**config.mk**
```make
export PLATFORM = sky130hd
export DESIGN_NAME = traffic_src
export DESIGN_NICKNAME = d
export VERILOG_FILES = /design/src/rtl/traffic_src.sv
export SDC_FILE = /design/constraint.sdc
export NUM_CORES = 1
export LEC_CHECK = 0
export ABC_CLOCK_PERIOD_IN_PS = 3200
export CAP_MARGIN = 30
export CELL_PAD_IN_SITES_DETAIL_PLACEMENT = 1
export CELL_PAD_IN_SITES_GLOBAL_PLACEMENT = 2
export CORE_AREA = 5 5 219 221
export DETAILED_ROUTE_END_ITERATION = 10
export DIE_AREA = 0 0 224 226
export GPL_TIMING_DRIVEN = 0
export PLACE_DENSITY_LB_ADDON = 0.3
export SKIP_LAST_GASP = 1
export SLEW_MARGIN = 20
export SYNTH_ARGS = -nofsm -noshare
export SYNTH_HDL_FRONTEND = slang
export SYNTH_SLANG_ARGS = --single-unit
```
**constraint.sdc**
```tcl
create_clock -name ap_clk -period 3.2 [get_ports ap_clk]
set_input_delay 0.96 -clock ap_clk [delete_from_list [all_inputs] [get_ports ap_clk]]
set_output_delay 0.96 -clock ap_clk [all_outputs]
set_load 0.02 [all_outputs]
```
**src/rtl/traffic_src.sv**
```systemverilog
// traffic_src: bursty valid/ready request-stream source with ap_start/ap_done control.
// Optional TRAFFIC_SRC_LFSR_EN selects a 32-bit Galois LFSR data generator
// (x^32+x^22+x^2+x+1, seed 32'hACE1_2468) instead of the default incrementing counter.
module traffic_src #(
    parameter int WORD_WIDTH = 32
) (
    input  logic                  ap_clk,
    input  logic                  ap_rst,
    output logic                  r_reqs_TVALID,
    input  logic                  r_reqs_TREADY,
    output logic [WORD_WIDTH-1:0] r_reqs_TDATA,
    input  logic [WORD_WIDTH-1:0] n_total_reqs,
    input  logic [WORD_WIDTH-1:0] t_ck_reqs,
    input  logic [WORD_WIDTH-1:0] t_ck_idle,
    input  logic                  ap_start,
    output logic                  ap_done,
    output logic                  ap_idle,
    output logic                  ap_ready,
    output logic [WORD_WIDTH-1:0] sent_cnt
);
    typedef enum logic [1:0] {IDLE, BURST, GAP, DONE} state_t;

    localparam logic [WORD_WIDTH-1:0] ONE = 1;

    state_t state, state_d;
    logic [WORD_WIDTH-1:0] n_q, n_d, reqs_q, reqs_d, idle_q, idle_d;
    logic [WORD_WIDTH-1:0] sent_q, sent_d, burst_q, burst_d, gap_q, gap_d;
    logic [WORD_WIDTH-1:0] sent_inc, burst_inc, gap_inc;

`ifdef TRAFFIC_SRC_LFSR_EN
    localparam logic [31:0] GEN_INIT = 32'hACE1_2468;
    localparam logic [31:0] LFSR_TAPS = 32'h8020_0003;
    logic [31:0] gen_q, gen_d, gen_step;
    assign gen_step = {1'b0, gen_q[31:1]} ^ (gen_q[0] ? LFSR_TAPS : 32'h0);
    assign r_reqs_TDATA = WORD_WIDTH'(gen_q);
`else
    localparam logic [WORD_WIDTH-1:0] GEN_INIT = '0;
    logic [WORD_WIDTH-1:0] gen_q, gen_d, gen_step;
    assign gen_step = gen_q + ONE;
    assign r_reqs_TDATA = gen_q;
`endif

    assign sent_inc = sent_q + ONE;
    assign burst_inc = burst_q + ONE;
    assign gap_inc = gap_q + ONE;

    // Outputs decode straight from the state register, so TVALID never sees TREADY.
    assign r_reqs_TVALID = state == BURST;
    assign ap_idle = state == IDLE;
    assign ap_done = state == DONE;
    assign ap_ready = state == DONE;
    assign sent_cnt = sent_q;

    // Next-state and datapath updates; leaving BURST happens only on a beat.
    always_comb begin
        state_d = state;
        n_d = n_q;
        reqs_d = reqs_q;
        idle_d = idle_q;
        sent_d = sent_q;
        burst_d = burst_q;
        gap_d = gap_q;
        gen_d = gen_q;
        case (state)
            IDLE: begin
                if (ap_start) begin
                    n_d = n_total_reqs;
                    reqs_d = t_ck_reqs;
                    idle_d = t_ck_idle;
                    sent_d = '0;
                    burst_d = '0;
                    gap_d = '0;
                    gen_d = GEN_INIT;
                    state_d = (n_total_reqs == '0) ? DONE : BURST;
                end
            end
            BURST: begin
                if (r_reqs_TREADY) begin
                    sent_d = sent_inc;
                    burst_d = burst_inc;
                    gen_d = gen_step;
                    if (sent_inc == n_q) begin
                        state_d = DONE;
                    end else if (reqs_q != '0 && burst_inc == reqs_q) begin
                        burst_d = '0;
                        state_d = (idle_q != '0) ? GAP : BURST;
                    end
                end
            end
            GAP: begin
                gap_d = (gap_inc == idle_q) ? '0 : gap_inc;
                state_d = (gap_inc == idle_q) ? BURST : GAP;
            end
            DONE: state_d = IDLE;
        endcase
    end

    // State and datapath registers with synchronous reset.
    always_ff @(posedge ap_clk) begin
        if (ap_rst) begin
            state <= IDLE;
            n_q <= '0;
            reqs_q <= '0;
            idle_q <= '0;
            sent_q <= '0;
            burst_q <= '0;
            gap_q <= '0;
            gen_q <= '0;
        end else begin
            state <= state_d;
            n_q <= n_d;
            reqs_q <= reqs_d;
            idle_q <= idle_d;
            sent_q <= sent_d;
            burst_q <= burst_d;
            gap_q <= gap_d;
            gen_q <= gen_d;
        end
    end
endmodule

```
==> summary.txt, run 1 <==
Synthesis
  • Number of distinct library cells after synthesis: 77
  • Yosys warns: 0
  • Ys async rst share: 0%
  • Ys flop type: dfxtp_1
  • Most frequent cell after synthesis: nand2_1
  • EDFF count, synth: 0
  • Synth top cells by count: nand2_1, dfxtp_1, a21oi_1
  • Syn Std Cell Area: around 13000 um2
  • Top-area cell type share of the netlist area: a little over a third
  • Syn Inst Count: 1729
  • Mapped Avg Cell Area: 7.55 um2
  • Area leader, netlist: dfxtp_1
  • Top cells by area, synth: dfxtp_1, nand2_1, a21oi_1
  • Synthesized flop and latch total: 226
  • Post-Syn Nets: 1833
  • Seq/Total Area, Yosys: between 30% and 40%

Placed design
  • Input/output buffers: 167
  • Dpl ws: -1380 ps
  • DP Wirelength: 40000 um
  • GPL Wtd Cong: 0.858

CTS
  • Clk buf depth: 3
  • CTS Buf Count: 29
  • Root buffer cell: clkbuf_16
  • Clock sinks: 226
  • Worst-Skew Late Latency: 580 ps
  • H-tree Lvls: 1
  • Cts hold-fix bufs: 0
  • CTS tree: done
  • Clock transition at the registers of the reported paths: ~60 ps

Worst setup path
  • Max FO, Critical Path: 7
  • Crit path kind: flop to flop
  • Req. time, crit path: 3620 ps
  • Worst path arrival time: 3770 ps
  • CP endpoint kind: flop
  • Crit path launch type: flop

Power and ir drop
  • PnR Total Power: 7660 uW
  • Gate power share: between 10% and 20%
  • P_sw: 2100 uW
  • Sw Ratio: around 27%
  • Reg power frac: between 30% and 40%
  • Maximum vdd drop: around 410 uV
  • Internal Power: 5560 uW
  • Clock share of power: between 40% and 50%
  • PwrDens: 431 nW/um2
  • Leak: 0.00602 uW

Route
  • Post-DRT Antenna Nets: 0
  • Routed WL: between 50000 and 60000 um
  • Via count: 13800
  • DR vias/cell: 5.32
  • First-pass DRT Iterations: 5
  • Wire per inst: 20.9 um
  • Iteration-0 DRC Markers: 886
  • DRC viols: 0

Cells and area
  • Area growth from synthesis to layout: 36.2%
  • Layout Utilization: 38.7%
  • Number of diodes: 0
  • Layout cells sized above 1: around 14%
  • Final #Nets: 2071

Run status
  • Failing checks: setup timing
  • Status: complete, but fails checks

Min path
  • Worst Hold Class: flop to flop

Timing
  • Fin Clk Skew: 31.5 ps
  • Period utilization: 104%
  • Max frequency: 0.299 GHz
  • Hold Violations, Final: 0
  • Slew headroom: 37.0%
  • WHS: 468 ps
  • Setup ws final: -141 ps
  • Slew Limit Fails: 0
  • Final Critical Period: 3340 ps
  • Worst-Margin Slew: around 950 ps
  • Unrepaired setup endpoints after global routing: true
  • Endpoints failing setup: 57

Floorplan
  • Die Height: 226 um
  • Core area: 46000 um2
  • Starting Density: 28.4%
  • # IOs: 168
  • Rows: between 70 and 80
  • Die area: 50600 um2
  • Die Wd: 224 um

GRT
  • Total global routing overflow: 0
  • Initial antenna violation count: 2
  • Overall Global Routing Usage: 20.6%
  • Pin count of the biggest net entering global routing: 15
  • Vias in the first global route: 14300
  • First-pass GRT wire length: 83500 um

Run
  • MaxCap Viol Count: 0
[layout by cell type (no fill, tap or decap), types with 25 or more instances in the layout]
cell | Yosys | layout
buf_4 | 3 | 58
nand4_1 | 59 | 59
nor2_1 | 110 | 103
nand2_1 | 319 | 316
clkbuf_16 | 0 | 29
dfxtp_1 | 226 | 199
xor2_1 | 70 | 70
a31oi_1 | 45 | 42
clkdlybuf4s50_1 | 0 | 167
inv_1 | 26 | 26
nor4_1 | 53 | 38
a21oi_1 | 164 | 164
dfxtp_2 | 0 | 25
o21ai_0 | 62 | 59
nand3_1 | 70 | 61
clkbuf_1 | 90 | 70
xnor2_1 | 88 | 86
nor3_1 | 44 | 33
[registers in the layout (all words and copies together) (netlist names)]
register      cells
state             2
n_q              32
burst_q          32
r_reqs_TDATA     32
reqs_q           32
sent_cnt         32
idle_q           32
gap_q            32
[worst max-delay path: stages (launching register included)]
cell and delay [ps]:
dfxtp_4 400, ha_4 190, nand3_4 140, or4_4 480, xnor2_2 150, a311o_1 270, or4_4 510, nor4_4 290
buf_6 170, o211ai_4 130, a21oi_4 240, buf_6 170, nor3_2 50
[final cells by class]
cell class / count / area, um2
Buffer: 110 / 572
Clock buffer: 40 / 837
Clock inverter: 12 / 196
Fill cell: 5480 / 28200
Inverter: 26 / 97.6
Multi-Input combinational cell: 1347 / 8590
Sequential cell: 226 / 4560
Tap cell: 607 / 759
Timing Repair Buffer: 227 / 2150
[final timing paths]
path                                 start           to  slack, ps  depth (start not counted)
worst min register to register     n_q[18]      n_q[18]        470                          2
worst max-delay path            burst_q[0]  burst_q[23]       -140                         12
worst max register to register  burst_q[0]  burst_q[23]       -140                         12
worst min-delay path               n_q[18]      n_q[18]        470                          2
[power by group through the flow]
stage          registers (uW)  logic, uW  clock network (uW)
4_1_cts                  3020       1070                3660
3_5_place_dp             3080        973                   0
2_1_floorplan            3030        561                   0
6_report                 3020       1070                3570
3_3_place_gp             3070        961                   0
5_1_grt                  3030       1160                3790
[cells by family after synthesis]
family / after synthesis / share of synthesized area, %
AO/OA/AOI/OAI: 373 / 17.5
flip-flops: 226 / 34.7
buffers and inverters: 156 / 5.03
XOR/XNOR: 159 / 10.8
multiplexers: 7 / 0.537
adder cells (fa/ha/maj): 4 / 0.384
AND/OR/NAND/NOR: 804 / 31.1
[repair_timing]
item	CTS	global route
setup buffers	49	10
pin swaps	42	20
endpoints found under the setup margin	122	71
gates cloned	1	0
resized for setup	145	44
[layer usage]
layer / share of wire (%) / vias to the layer above / GRT usage (%)
met5: 0.057 / - / 0
met2: 46 / 303 / 34.3
met1: 48 / 6801 / 28.6
met3: 4.8 / 58 / 3.02
li1: - / 6652 / -
met4: 1.6 / 4 / 4.03
[metrics by stage]
step / std cells / TNS (ps) / cell area (um2)
global route: 2595 / -11730 / 17800
finish: 2595 / -4260 / 17800
CTS: 2587 / -1990 / 17500
global placement: 2503 / -128870 / 15500
floorplan: 1729 / 0 / 13100
detailed placement: 2503 / -137570 / 15500
(Power assumes the default switching activity.)
==> run 2: changes to the inputs <==
--- a/config.mk
+++ b/config.mk
@@ -10,10 +10,12 @@
 export CELL_PAD_IN_SITES_DETAIL_PLACEMENT = 1
 export CELL_PAD_IN_SITES_GLOBAL_PLACEMENT = 2
 export CORE_AREA = 5 5 219 221
+export CTS_CLUSTER_SIZE = 16
 export DETAILED_ROUTE_END_ITERATION = 10
 export DIE_AREA = 0 0 224 226
 export GPL_TIMING_DRIVEN = 0
 export PLACE_DENSITY_LB_ADDON = 0.3
+export SETUP_SLACK_MARGIN = 0.3
 export SKIP_LAST_GASP = 1
 export SLEW_MARGIN = 20
 export SYNTH_ARGS = -nofsm -noshare
==> run 2 against run 1 <==
Net effect:
- the run still ends with setup timing left
- non-clock buffer count grew 106
- global-route usage grew 0.81 points
- first-iteration DRC count shrank 4.0%
- maximum frequency shrank 0.99%
- clock-buffer cell count grew 2
- critical path depth grew 2
- clock skew shrank 16 ps
- utilization grew 3.3 points
- largest power group unchanged
==> summary.txt, run 2 (synthesized netlist as in run 1, its figures left out) <==
Run status
  • Status: complete, but fails checks
  • Failing checks: setup timing

Floorplan
  • Die Wd: 224 um
  • Rows: 79
  • # IOs: 168
  • Starting Density: about 28%
  • Die Height: 226 um
  • Die area: 50600 um2
  • Core area: 46000 um2

Route
  • Routed WL: between 50000 and 60000 um
  • First-pass DRT Iterations: 5
  • Iteration-0 DRC Markers: 851
  • Wire per inst: 21.4 um
  • DRC viols: 0
  • Via count: around 14000
  • Post-DRT Antenna Nets: 0
  • DR vias/cell: 5.35

Timing
  • Slew headroom: 28.5%
  • Setup ws final: -174 ps
  • Hold Violations, Final: 0
  • Unrepaired setup endpoints after global routing: true
  • WHS: 471 ps
  • Slew Limit Fails: 0
  • Max frequency: 0.296 GHz
  • Endpoints failing setup: 36
  • Worst-Margin Slew: ~1100 ps
  • Period utilization: 105%
  • Fin Clk Skew: 15.4 ps
  • Setup tns final: -4480 ps
  • Final Critical Period: 3370 ps

Worst setup path
  • CP endpoint kind: flop
  • Worst path arrival time: ~3800 ps
  • Crit path launch type: flop
  • Crit path kind: flop to flop
  • Max FO, Critical Path: 10
  • Req. time, crit path: 3630 ps

GRT
  • First-pass GRT wire length: 86500 um
  • Pin count of the biggest net entering global routing: 16
  • Initial antenna violation count: 0
  • Overall Global Routing Usage: 21.4%
  • Vias in the first global route: between 10000 and 15000
  • Total global routing overflow: 0

CTS
  • Clock transition at the registers of the reported paths: 60 ps
  • H-tree Lvls: 1
  • Root buffer cell: clkbuf_16
  • CTS Buf Count: 29
  • Worst-Skew Late Latency: 590 ps
  • Cts hold-fix bufs: 0
  • Clock sinks: 226
  • CTS tree: done
  • Clk buf depth: 3

Power and ir drop
  • Leak: 0.00689 uW
  • Sw Ratio: between 20% and 30%
  • Reg power frac: around 40%
  • Gate power share: 14.9%
  • Internal Power: 5480 uW
  • P_sw: 2130 uW
  • Maximum vdd drop: about 400 uV
  • PwrDens: 395 nW/um2
  • Clock share of power: 45.5%

Placed design
  • Dpl ws: -1390 ps
  • GPL Wtd Cong: ~0.87
  • Placed Area: ~16000 um2
  • DP Wirelength: 40100 um
  • Placed instance count: 2504
  • Input/output buffers: 167

Cells and area
  • Most frequent cells in the layout: nand2_1, dfxtp_1, clkdlybuf4s50_1
  • Area growth from synthesis to layout: 47.6%
  • Final instance area: 19300 um2
  • Final #Nets: 2177
  • Number of diodes: 0
  • Layout fillers: approximately 5500
  • Finished Layout Cells: 2703
  • Commonest non-fill, non-tap cell in the layout: nand2_1
  • Layout cells sized above 1: 22.8%

Run
  • MaxCap Viol Count: 0

Min path
  • Worst Hold Class: flop to flop
run 2: changes by cell type in the layout (fill, tap and decap cells not counted), sizes merged:
cell,previous run,this run
buf,90,178
clkdlybuf4s50,167,162
clkbuf,120,140
clkinv,6,7
bufinv,5,3
dlygate4sd2,0,5
clkinvlp,0,1
run 2: worst max-delay path, cell delays in order (launching register included):
cell and delay [ps]:
dfxtp_2 320, buf_6 90, nand4_4 120, buf_6 170, or4_4 560, nor4_2 160
a31oi_1 100, or4_4 550, nor4_4 300, buf_6 170, o211ai_4 110, buf_6 150
a21oi_4 180, buf_8 180, nor3_2 50
run 2: metal layers:
layer / GRT usage, % / routed length, um / up-vias
met2: 36.1 / 27500 / 377
met1: 28.2 / 25700 / 7128
met3: 3.77 / 2950 / 98
met4: 6.21 / 1620 / 0
met5: 0 / 0 / -
li1: - / - / 6871
run 2: worst paths after layout:
path                    from     endpoint  slack [ps]  cells after the start
setup / recovery  burst_q[7]  burst_q[24]        -170                     14
hold / removal       n_q[16]      n_q[16]         470                      2
setup reg to reg  burst_q[7]  burst_q[24]        -170                     14
hold reg to reg      n_q[16]      n_q[16]         470                      2
run 2: layout make-up:
cell class                      instances  area [um2]  area share, %
Clock buffer                           42         865           4.49
Multi-Input combinational cell       1347        8960           46.5
Sequential cell                       226        4590           23.8
Inverter                               26        97.6          0.507
Tap cell                              607         759           3.94
Clock inverter                         12         153          0.793
Timing Repair Buffer                  313        2980           15.5
Buffer                                130         860           4.46
run 2: power by group through the flow:
stage          registers, uW  logic (uW)  clock network [uW]
2_1_floorplan           3040         575                   0
3_3_place_gp            3080         975                   0
3_5_place_dp            3080         991                   0
4_1_cts                 3010        1090                3560
5_1_grt                 3020        1220                3670
6_report                3010        1140                3470
run 2: what timing repair did:
| item | in CTS | in global routing |
|---|---|---|
| pin swaps | 75 | 51 |
| setup buffers | 96 | 41 |
| gates cloned | 8 | 0 |
| hold endpoints to repair | 0 | 0 |
| endpoints found under the setup margin | 174 | 80 |
| gates resized for setup | 233 | 122 |
run 2: through the flow:
step | util (%) | power [uW]
2_1_floorplan | - | 3610
3_3_place_gp | 34.2 | 4050
3_5_place_dp | 34.2 | 4070
4_1_cts | 40.1 | 7660
5_1_grt | 41.9 | 7920
6_report | 41.9 | 7620
==> run 3: changes to the inputs <==
--- a/config.mk
+++ b/config.mk
@@ -5,7 +5,6 @@
 export SDC_FILE = /design/constraint.sdc
 export NUM_CORES = 1
 export LEC_CHECK = 0
-export ABC_CLOCK_PERIOD_IN_PS = 3200
 export CAP_MARGIN = 30
 export CELL_PAD_IN_SITES_DETAIL_PLACEMENT = 1
 export CELL_PAD_IN_SITES_GLOBAL_PLACEMENT = 2
==> results of run 3 <==
No change in the layout: final DEF, timing and power equal those of run 2.
==> variant 1 (flow settings as in run 3) <==
The parameter `WORD_WIDTH` goes from 32 to 40.
--- a/src/rtl/traffic_src.sv
+++ b/src/rtl/traffic_src.sv
@@ -2,7 +2,7 @@
 // Optional TRAFFIC_SRC_LFSR_EN selects a 32-bit Galois LFSR data generator
 // (x^32+x^22+x^2+x+1, seed 32'hACE1_2468) instead of the default incrementing counter.
 module traffic_src #(
-    parameter int WORD_WIDTH = 32
+    parameter int WORD_WIDTH = 40
 ) (
     input  logic                  ap_clk,
     input  logic                  ap_rst,
Ports: changed (5 resized); port bits go from 168 to 208. The function was not compared with the original's and may differ.
==> variant 1 against run 3 <==
Largest power group unchanged. Worst setup slack lost 0.27 ns. First-iteration DRC count grew 63%. Design area grew 27%. Via count grew 35%. Sequential cell count grew 56. Clock power grew 14%. Power grew 27%. Routed wire length grew 36%. Sequential power grew 27%. Synthesized area grew 29%. Critical path depth is the same. Non-clock buffer count grew 98. The flow still finishes with violations (negative setup slack).
==> variant 1: results <==
[clock_tree]
cts_tree = "yes"
root_buffer = "clkbuf_16"
cts_setup_buffers = 124
htree_levels = 2
cts_made_buffers = 36
clock_latency_ns = 0.57
cts_repair_resize_count = 302
clk_pin_slew_ns = 0.06

[outcome]
run_status = "complete, but fails checks"
violations = "negative setup slack"

[layout]
fillers = 5504
comb.multi_input.count = 1797
clkCellAreaFrac_pct = 4.594
multi_input_area_share_pct = 48.56
seq_share_pct = 23.57
inv_count = 21
antennaDiodeCount = 1
clockBufferCount = 52
buf_share_pct = 19.83
n_all_buffers = 541
nets = 2808
drive_above_1_share_pct = 21.61

[placement]
dp_hpwl_um = 54640
io_buffers = 206
routabilityCongestion = 0.9330

[sta]
fin_hold_ws_ns = 0.4690
setup_viol = 82
fin_setup_tns_ns = -27.51
slew_headroom_pct = 32.45
clock_skew_ns = 0.01173
setup_slack_ns = -0.4470

[global_routing]
grt_max_degree = 12
track_usage_pct = 29.30
antenna_found_initial = 4
grt_first_pass_wirelength_um = 117000

[hold_path]
hold_depth = 2
hold_class = "reg -> reg"

[detailed_routing]
wl_per_cell_um = 23.67
via_count = 19510
first_iter_violations = 1390
dr.pass1.iters = 5

[yosys]
synth_flop_cell = "dfxtp_1"
ys_top_cells_by_count = "nand2_1 (401), dfxtp_1 (282), a21oi_1 (210)"
synth.yosys.seq_area_share_pct = 33.57
yosysWarningCount = 0
ys_ff_latch = 282
synth_area_leaders = "dfxtp_1 (34%), nand2_1 (8.9%), a21oi_1 (6.2%)"
ys_types = 87
synth_fp_nets = 2400
synthArstFlopShare_pct = 0

[power_and_ir_drop]
p_leak_nw = 8.728
peakVddDrop_mv = 0.2860

[worst_setup_path]
crit_family = "simple AND/OR/NAND/NOR gates"
crit_fanout = 10
cp_slowest_cell = "or4_4"
max_stage_delay_ns = 0.55
ff2ff_path_depth = 14
==> variant 1: through the flow <==
| step | setup slack (ns) | cells | utilization (%) | instance area, um^2 |
|---|---|---|---|---|
| after global placement | -1.345 | 3084 | 44.03 | 20240 |
| after detailed placement | -1.466 | 3085 | 44.08 | 20260 |
| after CTS | -0.3422 | 3283 | 51.61 | 23720 |
| after floorplan | -0.04635 | 2271 | - | 17420 |
| after global routing | -0.5929 | 3311 | 53.09 | 24400 |
| final | -0.4470 | 3311 | 53.09 | 24400 |
==> variant 1: per-layer routing <==
metal	vias to the layer above	GRT usage (%)	part of all wire [%]
met3	171	4.095	5.7
met2	681	48.74	47
met4	0	14.15	4.5
met5	-	0	0
met1	9613	37.53	42
li1	9047	-	-
==> variant 1: path summary, 6_finish.rpt <==
path	start	end
setup / recovery	sent_cnt[0]	burst_q[14]
hold / removal	n_q[21]	n_q[21]
setup reg to reg	sent_cnt[0]	burst_q[14]
hold reg to reg	n_q[21]	n_q[21]
==> variant 1: worst reg2reg max path: cells and delay by family, from the launching register on <==
kind / cells / cell delay [ns]
compound gates: 3 / 0.66
buf+inv: 4 / 0.65
simple gates: 5 / 1.52
xor+xnor: 1 / 0.22
fa+ha+maj: 1 / 0.14
flops: 1 / 0.37
==> variant 1: power breakdown <==
part	internal, W	switching [W]
Combinational	0.000721	0.00114
Clock	0.00229	0.00168
Sequential	0.00364	0.000175
==> variant 1: logic make-up (layout without fill, tap and decap cells) <==
group | Yosys count | count (layout) | synth area share [%]
muxes | 13 | 13 | 0.7960
adders and majority gates | 5 | 5 | 0.3720
other | 0 | 1 | 0
AOI/OAI and AO/OA | 498 | 498 | 18.05
DFF | 282 | 282 | 33.57
and+or+nand+nor | 1096 | 1097 | 32.85
buffers and inverters | 193 | 624 | 4.702
xor gates and xnor gates | 184 | 184 | 9.664
==> variant 2 (flow settings as in run 3) <==
Without the edit above. Encoding of `state_t`: now Gray code (2 bits for 4 states).
--- a/src/rtl/traffic_src.sv
+++ b/src/rtl/traffic_src.sv
@@ -18,7 +18,7 @@
     output logic                  ap_ready,
     output logic [WORD_WIDTH-1:0] sent_cnt
 );
-    typedef enum logic [1:0] {IDLE, BURST, GAP, DONE} state_t;
+    typedef enum logic [1:0] {IDLE = 2'b00, BURST = 2'b01, GAP = 2'b11, DONE = 2'b10} state_t;
 
     localparam logic [WORD_WIDTH-1:0] ONE = 1;
 
Formal check against the unedited RTL: same outputs for any inputs over 4 cycles, from zero or initial values and one cycle with ap_rst high; so few cycles prove little.
==> variant 2 against run 3 <==
The flow still finishes with violations (negative setup slack). Routed wire length grew 0.98%. Via count shrank 0.29%. Die area is the same. Design area shrank 0.16%. Sequential cell count is the same. Critical path depth is the same. Combinational power shrank 11%. Worst setup slack gained 0.10 ns. Power grew 0.43%. Synthesized area shrank 0.60%. Largest cell class unchanged. Largest power group unchanged. Highest routed layer unchanged.
==> variant 2: results <==
[layout]
finalNonFillerCells = 2669
inv_count = 20
fillers = 5396
drive_above_1_share_pct = 22.84
n_all_buffers = 422
clockBufferCount = 41
multi_input_area_mm2 = 0.008929
buf_share_pct = 19.51
nets = 2143

[power_and_ir_drop]
p_sw_w = 0.002061
p_leak_nw = 7.126
power.share.clock_pct = 47.9
pg_clk_w = 0.00366
peakVddDrop_mv = 0.3741

[global_routing]
grt_pass1_vias = 14930
grt_max_degree = 15

[sta]
setup_viol = 15
setup_slack_ns = -0.07254
slew_headroom_pct = 32.15
clock_skew_ns = 0.02479

[outcome]
run_status = "complete, but fails checks"
violations = "negative setup slack"

[yosys]
synth_area_leaders = "dfxtp_1 (35%), nand2_1 (9.2%), a21oi_1 (6.4%)"
ys_types = 71

[detailed_routing]
via_count = 14430
first_iter_violations = 836

[hold_path]
min_from = "n_q[14]"

[worst_setup_path]
reg2reg_to = "burst_q[30]"
[variant 2: changes by cell type after synthesis, sizes merged, moves of 10 or more]
cell,delta
and3,+19
a22o,+12
a221o,+10
a21o,+10
o21ai,-25
o31ai,+10
a31oi,-37
[variant 2: per-stage QoR]
stage	TNS (ns)	cell area [um^2]
CTS	-0.6477	18590
finish	-0.4763	19230
detailed placement	-100.42	15860
global placement	-107.64	15840
floorplan	0	13410
global route	-4.737	19230
[variant 2: logic make-up (layout without fill, tap and decap cells)]
group           Yosys count  in the layout  share of synthesized area [%]
compound gates          348            348                          17.10
fa+ha+maj                 4              4                         0.3860
buf+inv                 144            496                          4.535
mux                      13             13                          1.042
xor+xnor                162            162                          10.94
simple gates            813            813                          31.11
flops                   226            226                          34.89
[variant 2: worst max-delay path, delay by kind of cell (launching register included)]
kind / cells / cell delay [ns]
buf+inv: 5 / 0.77
compound gates: 4 / 0.87
simple gates: 5 / 1.18
flops: 1 / 0.32
[variant 2: how the worst max path moves through the flow]
stage,startpoint,end,depth (start not counted)
2_1_floorplan,sent_cnt[0],burst_q[29],11
3_3_place_gp,ap_start,r_reqs_TDATA[30],10
3_5_place_dp,ap_start,r_reqs_TDATA[30],10
4_1_cts,burst_q[0],burst_q[30],15
5_1_grt,burst_q[0],burst_q[30],14
6_report,burst_q[17],burst_q[30],14
[variant 2: per-layer routing]
metal,share of wire [%],GRT usage [%]
met1,45,29.23
met2,46,36.38
met3,4.9,3.341
met4,3.8,8.162
met5,0,0
[variant 2: timing repair]
item / CTS / global route
hold buffers: 0 / 0
pin swaps: 63 / 37
resized for setup: 224 / 128
setup buffers: 94 / 27
endpoints found under the setup margin: 173 / 111
gates cloned: 6 / 1
